## src/rtl/uart_ctrl_pkg.sv

```systemverilog
// Types and constants shared by the UART controller blocks.
package uart_ctrl_pkg;

  typedef enum logic [1:0] {
    IDLE   = 2'b00,
    LISTEN = 2'b01,
    WRITE  = 2'b10,
    DONE   = 2'b11
  } rx_ctrl_state_t;

  localparam logic [7:0] ERR_CNT_MAX = 8'hFF;

endpackage

```

## src/rtl/uart_rx_timeout.sv

```systemverilog
// Inter-byte idle counter. It flags expiry on the cycle whose increment would
// bring the count to TIMEOUT_CYCLES-1.
module uart_rx_timeout #(
  parameter int unsigned TIMEOUT_CYCLES = 1024
) (
  input  logic clk,
  input  logic rstn,
  input  logic clr,
  input  logic en,
  output logic expired
);

  localparam int unsigned CW = (TIMEOUT_CYCLES > 2) ? $clog2(TIMEOUT_CYCLES) : 1;
  localparam logic [CW-1:0] LAST = CW'(TIMEOUT_CYCLES - 2);

  logic [CW-1:0] cnt_q, cnt_d;

  always_comb begin
    cnt_d = cnt_q;
    if (clr) begin
      cnt_d = '0;
    end else if (en) begin
      cnt_d = cnt_q + CW'(1);
    end
  end

  always_ff @(posedge clk or negedge rstn) begin
    if (!rstn) begin
      cnt_q <= '0;
    end else begin
      cnt_q <= cnt_d;
    end
  end

  assign expired = en && !clr && (cnt_q == LAST);

endmodule

```

## src/rtl/uart_rx_control.sv

```systemverilog
// Receive controller: buffers bytes from uart_rx and writes them to sequential
// memory addresses, tracking errors, overruns and inter-byte timeout.
module uart_rx_control
  import uart_ctrl_pkg::*;
#(
  parameter int unsigned NUM_OF_BYTES   = 4,
  parameter int unsigned ADDR_WIDTH     = 4,
  parameter int unsigned TIMEOUT_CYCLES = 1024
) (
  input  logic                  clk,
  input  logic                  rstn,
  input  logic                  start,
  input  logic [7:0]            uart_rx_data,
  input  logic                  uart_rx_done,
  input  logic                  uart_rx_error,
  output logic [ADDR_WIDTH-1:0] mem_write_addr,
  output logic [7:0]            mem_write_data,
  output logic                  mem_write_enable,
  output logic                  reception_done,
  output logic                  reception_timeout,
  output logic                  overrun,
  output logic [7:0]            error_count,
  output logic [ADDR_WIDTH:0]   bytes_received
);

  localparam int unsigned BW = ADDR_WIDTH + 1;
  localparam logic [BW-1:0] NUM_LAST = BW'(NUM_OF_BYTES);

  rx_ctrl_state_t        state_q, state_d;
  logic [7:0]            hold_q, hold_d;
  logic                  hold_valid_q, hold_valid_d;
  logic [ADDR_WIDTH-1:0] addr_q, addr_d;
  logic [7:0]            data_q, data_d;
  logic                  we_q, we_d;
  logic                  done_q, done_d;
  logic                  tmo_q, tmo_d;
  logic                  ovr_q, ovr_d;
  logic [7:0]            err_q, err_d;
  logic [BW-1:0]         br_q, br_d;

  logic idle_like, active, consume, tmo_clr, tmo_en, tmo_expired;

  assign idle_like = (state_q == IDLE) || (state_q == DONE);
  assign active    = (state_q == LISTEN) || (state_q == WRITE);
  assign consume   = (state_q == LISTEN) && hold_valid_q;
  assign tmo_clr   = (idle_like && start) || consume;
  assign tmo_en    = (state_q == LISTEN) && !hold_valid_q && (br_q != '0);

  uart_rx_timeout #(
    .TIMEOUT_CYCLES(TIMEOUT_CYCLES)
  ) u_timeout (
    .clk    (clk),
    .rstn   (rstn),
    .clr    (tmo_clr),
    .en     (tmo_en),
    .expired(tmo_expired)
  );

  always_comb begin
    state_d      = state_q;
    hold_d       = hold_q;
    hold_valid_d = hold_valid_q;
    addr_d       = addr_q;
    data_d       = data_q;
    we_d         = 1'b0;
    done_d       = done_q;
    tmo_d        = tmo_q;
    ovr_d        = ovr_q;
    err_d        = err_q;
    br_d         = br_q;

    case (state_q)
      IDLE, DONE: begin
        if (start) begin
          br_d         = '0;
          done_d       = 1'b0;
          tmo_d        = 1'b0;
          ovr_d        = 1'b0;
          err_d        = '0;
          hold_valid_d = 1'b0;
          state_d      = LISTEN;
        end
      end
      LISTEN: begin
        if (hold_valid_q) begin
          we_d         = 1'b1;
          addr_d       = br_q[ADDR_WIDTH-1:0];
          data_d       = hold_q;
          br_d         = br_q + BW'(1);
          hold_valid_d = 1'b0;
          state_d      = WRITE;
        end else if (tmo_expired) begin
          tmo_d   = 1'b1;
          state_d = DONE;
        end
      end
      WRITE: begin
        if (br_q == NUM_LAST) begin
          done_d  = 1'b1;
          state_d = DONE;
        end else begin
          state_d = LISTEN;
        end
      end
      default: state_d = IDLE;
    endcase

    // Evaluated after the consume above so a byte landing on the consume cycle refills hold.
    if (active && uart_rx_done) begin
      if (uart_rx_error) begin
        if (err_q != ERR_CNT_MAX) err_d = err_q + 8'd1;
      end else if (hold_valid_q && !consume) begin
        ovr_d = 1'b1;
      end else begin
        hold_d       = uart_rx_data;
        hold_valid_d = 1'b1;
      end
    end
  end

  always_ff @(posedge clk or negedge rstn) begin
    if (!rstn) begin
      state_q      <= IDLE;
      hold_q       <= '0;
      hold_valid_q <= 1'b0;
      addr_q       <= '0;
      data_q       <= '0;
      we_q         <= 1'b0;
      done_q       <= 1'b0;
      tmo_q        <= 1'b0;
      ovr_q        <= 1'b0;
      err_q        <= '0;
      br_q         <= '0;
    end else begin
      state_q      <= state_d;
      hold_q       <= hold_d;
      hold_valid_q <= hold_valid_d;
      addr_q       <= addr_d;
      data_q       <= data_d;
      we_q         <= we_d;
      done_q       <= done_d;
      tmo_q        <= tmo_d;
      ovr_q        <= ovr_d;
      err_q        <= err_d;
      br_q         <= br_d;
    end
  end

  assign mem_write_addr    = addr_q;
  assign mem_write_data    = data_q;
  assign mem_write_enable  = we_q;
  assign reception_done    = done_q;
  assign reception_timeout = tmo_q;
  assign overrun           = ovr_q;
  assign error_count       = err_q;
  assign bytes_received    = br_q;

endmodule
```

## config.mk

```make
export PLATFORM = sky130hd
export DESIGN_NAME = uart_rx_control
export DESIGN_NICKNAME = d
export VERILOG_FILES = /design/src/rtl/uart_ctrl_pkg.sv /design/src/rtl/uart_rx_timeout.sv /design/src/rtl/uart_rx_control.sv
export SDC_FILE = /design/constraint.sdc
export NUM_CORES = 1
export LEC_CHECK = 0
export CORE_MARGIN = 2
export CORE_UTILIZATION = 52
export CTS_CLUSTER_DIAMETER = 50
export CTS_CLUSTER_SIZE = 14
export DETAILED_ROUTE_END_ITERATION = 12
export MAX_ROUTING_LAYER = met4
export PLACE_DENSITY = 0.79
export SLEW_MARGIN = 20
export SYNTH_ARGS = -nofsm -noshare
export SYNTH_HDL_FRONTEND = slang
export SYNTH_SLANG_ARGS = --single-unit
```

## constraint.sdc

```tcl
create_clock -name clk -period 2.5 [get_ports clk]
set_input_delay 0.5 -clock clk [delete_from_list [all_inputs] [get_ports clk]]
set_output_delay 0.5 -clock clk [all_outputs]
set_load 0.02 [all_outputs]
```

# Word level (Yosys, flattened, before mapping)
# Index checks and enable logic that the tools add are counted.
# word_totals
inputBits	13
wordCells	88
register_bits	50
# op_classes
addsub	3
bitwise_logic	2
n_mux	33
n_eq_ne	12
n_reduce_logical	26
# ops
operator	n
2-to-1 mux 8 bit	5
2-to-1 mux 10 bit	2
2-to-1 mux 1 bit	15
adder 10 x 1 -> 10 bit (second input constant)	1
equality test 10 bit (second input constant)	1
2-to-1 mux 5 bit	2
case mux 5 bit (2 select lines)	1
AND reduction 3 bit	3
adder 8 x 1 -> 8 bit (second input constant)	1
logical AND 1 bit	8
2-to-1 mux 2 bit	4
!= test 2 bit (second input constant)	4
!= test 8 bit (second input constant)	1
case mux 1 bit (2 select lines)	3
case mux 2 bit (3 select lines)	1
nonzero test 2 bit	3
adder 5 x 1 -> 5 bit (second input constant)	1
equality test 5 x 3 -> 1 bit (second input constant)	1
nonzero test 5 bit	1
equality test 2 bit (second input constant)	2
AND reduction 2 bit	2
AND reduction 4 bit	1
logical NOT 1 bit	3
logical OR 1 bit	3
6 further kinds	7

# Depth between registers and ports, before layout
# Gate-level depths: netlist (run 1).
# depth
depth_word	10
mapped_depth	8
ltp_nobuf	6

# By module
# Synthesis (run 1) repeated with hierarchy kept, for this count alone.
# hier_totals
hier_cells	222
hier_area_um2	2417.3
# by_module_without_submodules
module	cells_per_inst	instances	area_each_um2
uart_rx_control	169	1	1891.8
uart_rx_timeout	53	1	525.5

# Least setup slack after synthesis (run 1)
# OpenSTA, ideal clock, no wires.
# synth_timing
kind	flip-flop to flip-flop
from	reg err_q[0], in the netlist error_count[0]
to	reg err_q[5], in the netlist error_count[5]
path_stages_with_launch	6
setup_time_ns	0.118
path_slack_ns	0.653
arrival_time_ns	1.729
period_less_slack_ns	1.847
cell_sequence	dfrtp_1 -> ha_1 -> nand4_1 -> o21ai_1 -> mux2_2 -> a21o_1
# synth_via
elab_chain_len	4
word_cells_on_any_way	5
cone_classes	add/sub: 1; eq/ne: 1; mux: 3
# synth_rtl
element	line	source
start, declared	uart_rx_control.sv:38	logic [7:0] err_q, err_d;
start signal, assigned	uart_rx_control.sv:144	err_q <= err_d;
adder 8 x 1 -> 8 bit or != test 8 bit (tied branches)	uart_rx_control.sv:111	if (err_q != ERR_CNT_MAX) err_d = err_q + 8'd1;
2-to-1 mux 8 bit *	uart_rx_control.sv:111	
2-to-1 mux 8 bit *	uart_rx_control.sv:110	if (uart_rx_error) begin
2-to-1 mux 8 bit *	uart_rx_control.sv:109	if (active && uart_rx_done) begin
net err_d[5]	uart_rx_control.sv:38	
# The timed path passes the listed nets; every way through them passes the cells marked *.
# A chain may end at the register's enable or synchronous reset.

# Worst setup path after layout (run 1)
# layout_timing
from	reg br_q[2], in the netlist bytes_received[2]
to	out bytes_received[2]
# layout_lines
element	line	source
start, declared	uart_rx_control.sv:39	logic [BW-1:0] br_q, br_d;
start signal, assigned	uart_rx_control.sv:145	br_q <= br_d;
end, declared	uart_rx_control.sv:23	output logic [ADDR_WIDTH:0] bytes_received
# No word-level cell between the ends.

==> results.json, run 1 <==
{
  "die_h_um": 72.24,
  "die_w_um": 72.24,
  "place_hpwl_um": 3574,
  "ir_worst_vdd_uv": 583.3,
  "rr_worst_depth": 6,
  "start_kind": "flop",
  "fin_util": 0.6854,
  "synth_edf_count": 0,
  "finalHoldViolations": 0,
  "worstPathRequired_ns": 2.00,
  "remaining_drc_errors": 0,
  "fill_cells": 363,
  "grt_max_degree": 29,
  "setup_violations": 0,
  "io_pins": 42,
  "cts_hold_buf": 0,
  "worstMarginPinSlew_ns": 0.6410,
  "ys_ff_latch": 50,
  "critical_path_buf_inv_count": 1,
  "mostFrequentLayoutCell": "dfrtp_1",
  "cts_sinks": 50,
  "cts_buffers": 5,
  "dr_total_vias": 1846,
  "antenna_found_initial": 0,
  "crit_family": "buffers and inverters",
  "start_util": 0.5485,
  "overflow": 0,
  "synth_warnings": 0,
  "syn2layout_area_growth_pct": 24.96,
  "vias_per_cell": 5.698,
  "grt_usage": 0.2078,
  "netlist-cell-type-count": 46,
  "fp-row-count": 24,
  "coreArea_mm2": 0.004414,
  "cp-end-kind": "output port",
  "max_freq_mhz": 498.6,
  "cp.arrival_ns": 1.51,
  "design.die.area_mm2": 0.005218,
  "status": "finished, final reports clean",
  "cts.clk_slew.worst_paths_ns": 0.09,
  "grt_pass1_wl_um": 8066,
  "gp_congestion": 0.9382,
  "postRouteAntennaNets": 0,
  "nets": 292,
  "clockBufferDepth": 2,
  "syn_nets": 245,
  "clock-root-buffer": "clkbuf_8",
  "h-tree-depth": 2,
  "wl_um": 4819,
  "async_flop_share": 1.000,
  "drv_slew": 0,
  "drt_iter0_drc": 187,
  "syn_inst": 225,
  "portBuffers": 41,
  "clk-insertion-delay-late_ns": 0.31,
  "crit_path_top_delay_cell": "clkdlybuf4s50_1",
  "setup_tns_ns": 0,
  "synth_ff_type": "dfrtp_1",
  "maxCapViolCount": 0,
  "diodes": 0,
  "powerDensity_mw_per_mm2": 1001,
  "relSlewSlack": 0.5727,
  "holdCritPathClass": "in -> async",
  "cts_tree": "built",
  "finClkSkew_ns": 0.008073,
  "post_cts_buffers": 0,
  "worstPathCellList": "clkdlybuf4s50_1",
  "period_share": 0.8022,
  "slowest_delay_ns": 0.67,
  "critPathKind": "reg -> out",
  "final_cell_mix": "50 x dfrtp_1, 40 x clkdlybuf4s50_1, 19 x nand2_1, 19 x mux2_2",
  "period_needed_ns": 2.005,
  "path_depth": 1,
  "crit_fanout": 8,
  "drive_above_1_share": 0.1507,
  "grt_pass1_vias": 1723,
  "synth_area_per_cell_um2": 10.76,
  "synth-seq-area-share": 0.5168,
  "syn_area_mm2": 0.002421,
  "wire_per_inst_um": 14.87,
  "cts_resized": 0,
  "leakage_nw": 1.321,
  "drtPass1Iterations": 4,
  "rsz0062_at_grt": "false"
}
[routing by layer]
layer / global-route usage / up-vias / part of all wire
met5: - / - / 0
li1: - / 908 / -
met4: 0.06918 / 0 / 0.011
met3: 0.04722 / 7 / 0.042
met2: 0.3180 / 45 / 0.49
met1: 0.2749 / 886 / 0.46
[final timing paths]
path	start	slack [ns]	end
max reg2reg	state_q[0]	0.52	error_count[5]
min	rstn	0.21	mem_write_data[1]
min in group clk	mem_write_addr[0]	0.49	mem_write_addr[0]
max in group asynchronous	rstn	1.75	error_count[6]
max	bytes_received[2]	0.49	bytes_received[2]
min reg2reg	mem_write_addr[0]	0.49	mem_write_addr[0]
[stage by stage]
step | instances | instance area [um^2] | total power, mW | hold slack [ns] | worst slack (ns)
6_report | 324 | 3025 | 3.028 | 0.2072 | 0.4946
5_1_grt | 324 | 3025 | 3.223 | 0.2505 | 0.3349
4_1_cts | 324 | 3025 | 3.053 | 0.2228 | 0.4814
3_5_place_dp | 317 | 2913 | 2.477 | 0.4772 | 0.3500
3_3_place_gp | 317 | 2913 | 2.432 | 0.4673 | 0.4029
2_1_floorplan | 225 | 2421 | 1.995 | 0.2044 | 0.6531
[cell type report]
cell class	instances	area [um^2]	area share
inverters	14	52.55	0.01737
flip-flops and latches	50	1251	0.4136
well taps	52	65.06	0.02151
clock inverters	1	30.03	0.009926
repair buffers	46	455.4	0.1505
multi-input cells	155	1089	0.3598
clock buffers	6	82.58	0.02730
[worst reg2reg max path: stages, from the launching register on]
cell     delay [ns]
dfrtp_1        0.35
inv_1          0.08
ha_1           0.34
and3b_1        0.24
o21ai_1        0.31
mux2_2         0.39
a21o_1         0.17
[where the power goes]
part | total, mW | leakage, nW | switching, mW | internal (mW)
combinational | 1.27 | 0.604 | 0.681 | 0.584
clock | 0.572 | 0.0573 | 0.252 | 0.320
sequential | 1.19 | 0.660 | 0.167 | 1.02
total | 3.03 | 1.32 | 1.10 | 1.93
[sequential cells by signal, indices dropped and copies added, names as in the netlist]
| register | count |
|---|---|
| hold_q | 8 |
| bytes_received | 5 |
| overrun | 1 |
| mem_write_addr | 4 |
| hold_valid_q | 1 |
| reception_done | 1 |
| state_q | 2 |
| mem_write_data | 8 |
| mem_write_enable | 1 |
| error_count | 8 |
| u_timeout.cnt_q | 10 |
| reception_timeout | 1 |
[synth_stat cells (2+ instances only)]
cell type	number	area share
a21o_1	2	0.0062
a21oi_1	13	0.027
a31oi_1	4	0.010
a41oi_1	3	0.011
and3_1	2	0.0052
buf_2	5	0.010
dfrtp_1	50	0.52
ha_1	7	0.036
inv_1	13	0.020
mux2_1	2	0.0093
mux2_2	19	0.088
nand2_1	19	0.029
nand3_1	12	0.025
nand4_1	3	0.0078
nor2_1	10	0.016
nor3_1	6	0.012
nor3b_1	3	0.0093
nor4_1	3	0.0078
nor4b_1	2	0.0072
o21ai_0	12	0.025
o21ai_1	3	0.0062
o31ai_1	3	0.0093
or2_2	2	0.0052
xnor2_1	5	0.018
[logic make-up (layout without fill, tap and decap cells)]
family | count (synthesis) | after routing | synth area share
simple gates | 72 | 72 | 0.1675
flops | 50 | 50 | 0.5168
compound gates | 49 | 49 | 0.1266
mux | 21 | 21 | 0.09768
buf+inv | 20 | 67 | 0.03359
fa+ha+maj | 7 | 7 | 0.03617
xor+xnor | 6 | 6 | 0.02171
(Power assumes the default switching activity.)
==> run 2: changes to the inputs <==
--- a/config.mk
+++ b/config.mk
@@ -6,12 +6,12 @@
 export NUM_CORES = 1
 export LEC_CHECK = 0
 export CORE_MARGIN = 2
-export CORE_UTILIZATION = 52
+export CORE_UTILIZATION = 47
 export CTS_CLUSTER_DIAMETER = 50
 export CTS_CLUSTER_SIZE = 14
 export DETAILED_ROUTE_END_ITERATION = 12
 export MAX_ROUTING_LAYER = met4
-export PLACE_DENSITY = 0.79
+export PLACE_DENSITY = 0.75
 export SLEW_MARGIN = 20
 export SYNTH_ARGS = -nofsm -noshare
 export SYNTH_HDL_FRONTEND = slang
==> constraint.sdc (replaced) <==
create_clock -name clk -period 1.73 [get_ports clk]
set_input_delay 0.346 -clock clk [delete_from_list [all_inputs] [get_ports clk]]
set_output_delay 0.346 -clock clk [all_outputs]
set_load 0.02 [all_outputs]
==> results.json, run 2 (same netlist as run 1, synthesis figures left out) <==
{
  "overflow": 0,
  "cts.clk_slew.worst_paths_ns": 0.09,
  "crit_fanout": 6,
  "fin_util": 0.6682,
  "portBuffers": 41,
  "period_share": 0.9931,
  "diodes": 0,
  "drive_above_1_share": 0.2838,
  "finalHoldViolations": 0,
  "grt_pass1_vias": 1896,
  "mostFrequentLayoutCell": "dfrtp_1",
  "nets": 322,
  "grt_pass1_wl_um": 8756,
  "status": "finished, final reports clean",
  "clock-root-buffer": "clkbuf_8",
  "period_needed_ns": 1.718,
  "h-tree-depth": 2,
  "io_pins": 42,
  "grt_usage": 0.2076,
  "setup_tns_ns": 0,
  "clockBufferDepth": 2,
  "design.die.area_mm2": 0.005741,
  "cp-end-kind": "flop",
  "wire_per_inst_um": 14.31,
  "setup_violations": 0,
  "start_util": 0.4801,
  "critPathKind": "reg -> reg",
  "use_met1": 0.2783,
  "fp-row-count": 26,
  "place_hpwl_um": 3880,
  "die_h_um": 75.77,
  "largest_reg_flops": 10,
  "met3_usage": 0.04233,
  "grt.met2_usage": 0.3103,
  "stdcell_count": 373,
  "die_w_um": 75.77,
  "postRouteAntennaNets": 0,
  "start_kind": "flop",
  "relSlewSlack": 0.7335,
  "syn2layout_area_growth_pct": 39.17,
  "finalPower_mw": 4.837,
  "grt_max_degree": 19,
  "top_register": "u_timeout.cnt_q",
  "leakage_nw": 1.576,
  "clk-insertion-delay-late_ns": 0.31,
  "powerDensity_mw_per_mm2": 1436,
  "cts_buffers": 5,
  "stdcell_area_mm2": 0.003369,
  "finClkSkew_ns": 0.009485,
  "grt.busiest_layer": "met2",
  "antenna_found_initial": 0,
  "coreArea_mm2": 0.005042,
  "drtPass1Iterations": 4,
  "vias_per_cell": 5.389,
  "drv_slew": 0,
  "final_cell_mix": "48 x dfrtp_1, 33 x buf_4, 27 x clkdlybuf4s50_1, 19 x nand2_1, 18 x mux2_2",
  "holdCritPathClass": "in -> async",
  "fin_worst_hold_slack_ns": 0.4810,
  "ir_worst_vdd_uv": 960.5,
  "maxCapViolCount": 0,
  "pre_cts_slack_ns": -0.1422,
  "dr_total_vias": 2010,
  "cts_sinks": 50,
  "worstMarginPinSlew_ns": 0.3998,
  "cts_tree": "built",
  "dp_cells": 360,
  "place_area_mm2": 0.003129,
  "wl_um": 5336,
  "fin_ws_ns": 0.01186,
  "cp.arrival_ns": 1.92,
  "worstPathRequired_ns": 1.93,
  "max_freq_mhz": 582.0,
  "drt_iter0_drc": 123,
  "rsz0062_at_grt": "true",
  "gp_congestion": 0.8499,
  "remaining_drc_errors": 0
}
run 2: report_power, final:
group          switching [mW]  total (mW)  internal, mW
logic                    1.16        2.32          1.15
registers               0.198        1.68          1.48
clock network           0.402       0.843         0.441
run 2: final cells by class:
type,instances,area (um^2)
clock buffers,5,68.82
inverters,14,52.55
repair buffers,76,678.2
fillers,378,1673
well taps,70,87.58
flip-flops and latches,50,1254
multi-input cells,155,1181
clock inverters,3,47.55
run 2: what timing repair did:
action,in CTS,in global routing
hold buffers,1,0
pin swaps,5,6
buffers inserted,3,2
endpoints found under the setup margin,25,24
hold endpoints to repair,14,0
resized for setup,18,12
run 2: final timing paths:
path	start	end	slack [ns]	cells after the start
worst max-delay path	state_q[1]	error_count[5]	0.01	6
worst min-delay path	rstn	mem_write_data[0]	0.48	2
worst max register to register	state_q[1]	error_count[5]	0.01	6
worst min register to register	mem_write_addr[1]	mem_write_addr[1]	0.50	2
max in group asynchronous	rstn	error_count[3]	0.75	3
min in group clk	mem_write_addr[1]	mem_write_addr[1]	0.50	2
run 2: worst max-delay path, cell delays in order, from the launching register on:
cell     delay [ns]
dfrtp_1        0.39
buf_4          0.15
ha_4           0.28
and3b_2        0.23
o21ai_2        0.08
mux2_4         0.31
a21o_1         0.18
run 2: metal layers:
| layer | up-vias | share of wire |
|---|---|---|
| met2 | 46 | 0.48 |
| li1 | 964 | - |
| met1 | 985 | 0.46 |
| met4 | 0 | 0.025 |
| met3 | 15 | 0.036 |
| met5 | - | 0 |
==> patch 1: new RTL, flow settings as in run 2 <==
`TIMEOUT_CYCLES` is set to 1024 in 2 places; all go to 4096.
--- a/src/rtl/uart_rx_timeout.sv
+++ b/src/rtl/uart_rx_timeout.sv
@@ -1,7 +1,7 @@
 // Inter-byte idle counter. It flags expiry on the cycle whose increment would
 // bring the count to TIMEOUT_CYCLES-1.
 module uart_rx_timeout #(
-  parameter int unsigned TIMEOUT_CYCLES = 1024
+  parameter int unsigned TIMEOUT_CYCLES = 4096
 ) (
   input  logic clk,
   input  logic rstn,
--- a/src/rtl/uart_rx_control.sv
+++ b/src/rtl/uart_rx_control.sv
@@ -5,7 +5,7 @@
 #(
   parameter int unsigned NUM_OF_BYTES   = 4,
   parameter int unsigned ADDR_WIDTH     = 4,
-  parameter int unsigned TIMEOUT_CYCLES = 1024
+  parameter int unsigned TIMEOUT_CYCLES = 4096
 ) (
   input  logic                  clk,
   input  logic                  rstn,
Check against the original RTL: no difference found for any inputs over 10 cycles, from zero or initial values and one cycle with rstn low; that may be too few to reach the edited logic, so the function may still have changed.
==> patch 1 against run 2 <==
Synthesized area grew 3.8%. Final area shrank 0.26%. Total power shrank 2.7%. Synthesized cell count grew 4.4%. Largest power group unchanged. Maximum frequency grew 2.3%. Count of clock-buffer cells in the layout is the same. Sequential cell count grew 2. Setup slack gained 0.039 ns. Wire length shrank 0.11%.
==> patch 1: results (changes against run 2) <==
| Parameter | This run | Change |
| --- | --- | --- |
| Status | completed |  |
| Clock Skew | 0.0106 ns | +0.00110 ns |
| Fin nets | 324 | +0.62% |
| First-pass GRT wire length | 8860 um | +1.2% |
| Maximum net fanout on the critical path | 6 | unchanged |
| Final HPWL DP | 3790 um | -2.4% |
| Number of H-tree levels | 2 | unchanged |
| Sequential share of the synthesized area | 0.518 | +0.000875 |
| Flip-flop count of the largest register, all copies and words added | 12 | +2 |
| Clock-pin transition on the worst setup and hold timing paths | 0.11 ns | +0.02 ns |
| Instance count after placement with tap cells included | 366 | +1.7% |
| Routed length per instance | 14.2 um | -0.65% |
| Arrival time worst endpoint | 1.92 ns | about the same |
| Worst Hold Class | in -> async |  |
| Vias in the first global route | 1932 | +1.9% |
| Final RePlAce weighted congestion | 0.841 | -1.0% |
| Delay contributed by the slowest stage of the critical path | 0.40 ns |  |
| First-iteration detailed-routing DRC count | 101 | -18% |
| Number of detailed-routing iterations run before antenna repair | 4 | unchanged |
| Synth async-reset ratio | 1.00 | unchanged |
| Ant diodes | 0 | unchanged |
| Cell types occupying the most area after synthesis | dfrtp_1 52%, mux2_2 8.1%, ha_1 3.5%, o21ai_0 3.4%, nand2_1 3.1% |  |
| Maximum count of clock buffers along a single path | 2 | unchanged |
| Register containing the most flip-flops in the final layout | u_timeout.cnt_q |  |
| Total Routing Usage GR | 0.190 | -0.0176 |
| Number of nets in the synthesized netlist | 255 | +4.1% |
| Share of final-layout standard cells stronger than drive strength 1 | 0.259 | -0.0248 |
| Antenna violations before repair | 0 | unchanged |
| Yosys warns | 0 | unchanged |
| Cts bufs inserted | 5 | unchanged |
| Cell class contributing the biggest share of worst-path delay | simple AND/OR/NAND/NOR gates |  |
| Main flop type after synthesis | dfrtp_1 |  |
| Maximum number of pins on one net before global-route repair | 53 | +34 |
| List of most frequent post-synthesis cells | 52 x dfrtp_1, 21 x nand2_1, 18 x mux2_2, 17 x o21ai_0, 13 x a21oi_1 |  |
| Cell area after placement | 3200 um2 | +2.2% |
| Worst-margin pin slew | 0.345 ns | -0.0548 ns |
| Leakage Power | 1.56 nW | -1.2% |
| Non-Filler Instances | 375 | +0.54% |
| Worst Setup Slack post-DPL | -0.0980 ns | +0.0442 ns |
| Maximum resistive drop on vdd | 855 uV | -11% |
| Cells after synthesis | 235 | +4.4% |
| Buffer cell driving the clock tree root | clkbuf_8 |  |
| Number of distinct library cells after synthesis | 47 | +2.2% |
| Crit-path slowest cell | or3_4 |  |
| Post-synth top area share | 0.518 | +0.000875 |
| Via count normalized by instance count | 5.40 | +0.16% |
| Source-to-sink clock delay at the later pin of the worst-skew pair | 0.31 ns | about the same |
| Total of buffers placed on input and output ports | 41 | unchanged |
| DRC errors left | 0 | unchanged |
-- patch 1: final timing paths --
check	start	endpoint	slack, ns	cells past startpoint
worst max-delay path	bytes_received[1]	u_timeout.cnt_q[11]	0.05	6
worst min-delay path	rstn	mem_write_data[7]	0.006	2
worst max register to register	bytes_received[1]	u_timeout.cnt_q[11]	0.05	6
worst min register to register	mem_write_addr[1]	mem_write_addr[1]	0.50	2
max in group asynchronous	rstn	bytes_received[1]	1.48	2
min in group clk	mem_write_addr[1]	mem_write_addr[1]	0.50	2
-- patch 1: power by group --
group	switching [mW]	internal, mW	leakage [nW]
Sequential	0.200	1.51	0.685
Clock	0.434	0.296	0.0452
Combinational	1.12	1.15	0.827
Total	1.75	2.96	1.56
-- patch 1: final cells by class --
class | count | area, um2
inverters | 12 | 45.0
well taps | 70 | 87.6
multi-input cells | 165 | 1210
fillers | 428 | 1780
clock inverters | 3 | 25.0
flip-flops and latches | 52 | 1300
clock buffers | 5 | 68.8
repair buffers | 68 | 618
-- patch 1: cells by family after synthesis --
kind of cell / share of synthesized area
buffers and inverters: 0.0348
DFF: 0.518
xor gates and xnor gates: 0.0244
and+or+nand+nor: 0.186
adders and majority gates: 0.0348
AOI/OAI and AO/OA: 0.121
muxes: 0.0806
-- patch 1: repair_timing --
action                                  4_1_cts  5_1_grt
endpoints found under the setup margin       26       17
pin swaps                                     0        4
hold endpoints to repair                      0        0
buffers inserted                              1        0
resized for setup                            12       14
-- patch 1: per-layer routing --
metal,wire (um),global-route usage,vias to the layer above
li1,-,-,989
met1,2430,0.259,983
met2,2590,0.283,50
met3,274,0.0459,2
met4,32,0.0554,0
met5,0,-,-
==> patch 2: new RTL, flow settings as in run 2 <==
Made on the original files. Encoding of `rx_ctrl_state_t`: now Gray code (2 bits for 4 states).
--- a/src/rtl/uart_ctrl_pkg.sv
+++ b/src/rtl/uart_ctrl_pkg.sv
@@ -4,8 +4,8 @@
   typedef enum logic [1:0] {
     IDLE   = 2'b00,
     LISTEN = 2'b01,
-    WRITE  = 2'b10,
-    DONE   = 2'b11
+    WRITE  = 2'b11,
+    DONE   = 2'b10
   } rx_ctrl_state_t;
 
   localparam logic [7:0] ERR_CNT_MAX = 8'hFF;
Check against the original RTL: no difference found for any inputs over 10 cycles, from zero or initial values and one cycle with rstn low; not proved beyond that.
==> patch 2 against run 2 <==
Total power is 4.7% higher. Clock skew increased by 0.0011 ns. Largest cell class unchanged. First-iteration DRC count down 29%. Synthesized cell count down 0.44%. Final area shrank 8.8%. Critical path depth fell by 5. Setup slack gained 0.036 ns. Synthesized area fell by 5.4%. Sequential share of layout area grew 3.7 points. Wire length fell by 11%. Highest routed layer unchanged. Sequential cell count stayed put.
==> patch 2: results (changes against run 2) <==
| Parameter | This run | Change |
| --- | --- | --- |
| Cell types occupying the most area after synthesis | dfrtp_1 55%, nand2_1 8.0%, mux2_2 4.4%, o21ai_0 3.1%, ha_1 2.7% |  |
| Number of inserted filler cells in the final layout | 397 | +5.0% |
| List of most frequent post-synthesis cells | 50 x dfrtp_1, 49 x nand2_1, 14 x o21ai_0, 13 x nor2_1, 11 x nand3_1 |  |
| Synthesized-area fraction occupied by xor and xnor cells | 0.0191 | -0.00259 |
| Number of nets in the synthesized netlist | 242 | -1.2% |
| Clock Skew | 0.0106 ns | +0.00111 ns |
| Overall routed net length | 4760 um | -11% |
| Sequential cell area share | 0.409 | +0.0366 |
| Setup repair bufs after CTS | 0 | -3 |
| DIE AREA | 5450 um2 | -5.1% |
| Worst-margin pin slew | 0.474 ns | +0.0743 ns |
| Source of the worst register-to-register timing path | bytes_received[0] |  |
| Maximum number of pins on one net before global-route repair | 51 | +32 |
| First-iteration detailed-routing DRC count | 87 | -29% |
| Worst hold slack across all endpoints | 0.00850 ns | -0.473 ns |
| P_sw | 1.93 mW | +9.2% |
| Sequential share of the synthesized area | 0.546 | +0.0294 |
| Leakage Power | 1.49 nW | -5.6% |
| Final HPWL DP | 3480 um | -10% |
| Total Routing Usage GR | 0.198 | -0.00935 |
| Multi-input combinational cell count | 160 | +3.2% |
| Share of synthesized area spent on multiplexers | 0.0530 | -0.0447 |
| Status | completed |  |
| Data buffer area share | 0.193 | -0.00794 |
| Crit path capture | error_count[1] |  |
| Instance count after placement with tap cells included | 349 | -3.1% |
| Clock buf/inv share | 0.0395 | +0.00495 |
| Buffer count excluding the clock tree in the final layout | 64 | -16% |
| Post-layout minimum cycle time | 1.68 ns | -0.0359 ns |
| Final RePlAce weighted congestion | 0.881 | +3.6% |
| Share of the final layout cell area in multi-input gates | 0.322 | -0.0290 |
| Flip-flop and latch count | 50 | unchanged |
==> patch 2: cell count changes after synthesis, moves of 4 or more <==
cell / before / now
a21oi_1: 13 / 7
inv_1: 13 / 8
mux2_2: 19 / 9
nand2_1: 19 / 49
nor3_1: 6 / 2
xnor2_1: 5 / 0
xor2_1: 1 / 5
==> patch 2: power groups by stage <==
stage,Sequential [mW],Combinational (mW),Clock [mW]
after floorplan,2.22,0.974,0
after global placement,1.90,2.29,0
after detailed placement,1.91,2.33,0
after CTS,1.89,2.30,0.889
after global routing,1.95,2.54,0.939
final,1.89,2.30,0.872
==> patch 2: timing repair <==
| item | CTS | global route |
|---|---|---|
| endpoints found under the setup margin | 9 | 14 |
| hold endpoints to repair | 0 | 0 |
| gates resized for setup | 8 | 10 |
| hold buffers | 0 | 0 |
| pin swaps | 0 | 4 |
==> patch 2: routing by layer <==
metal	vias up	share of wire	GRT usage
li1	909	-	-
met1	911	0.47	0.255
met2	23	0.49	0.304
met3	6	0.029	0.0508
met4	0	0.015	0.0707
met5	-	0	-
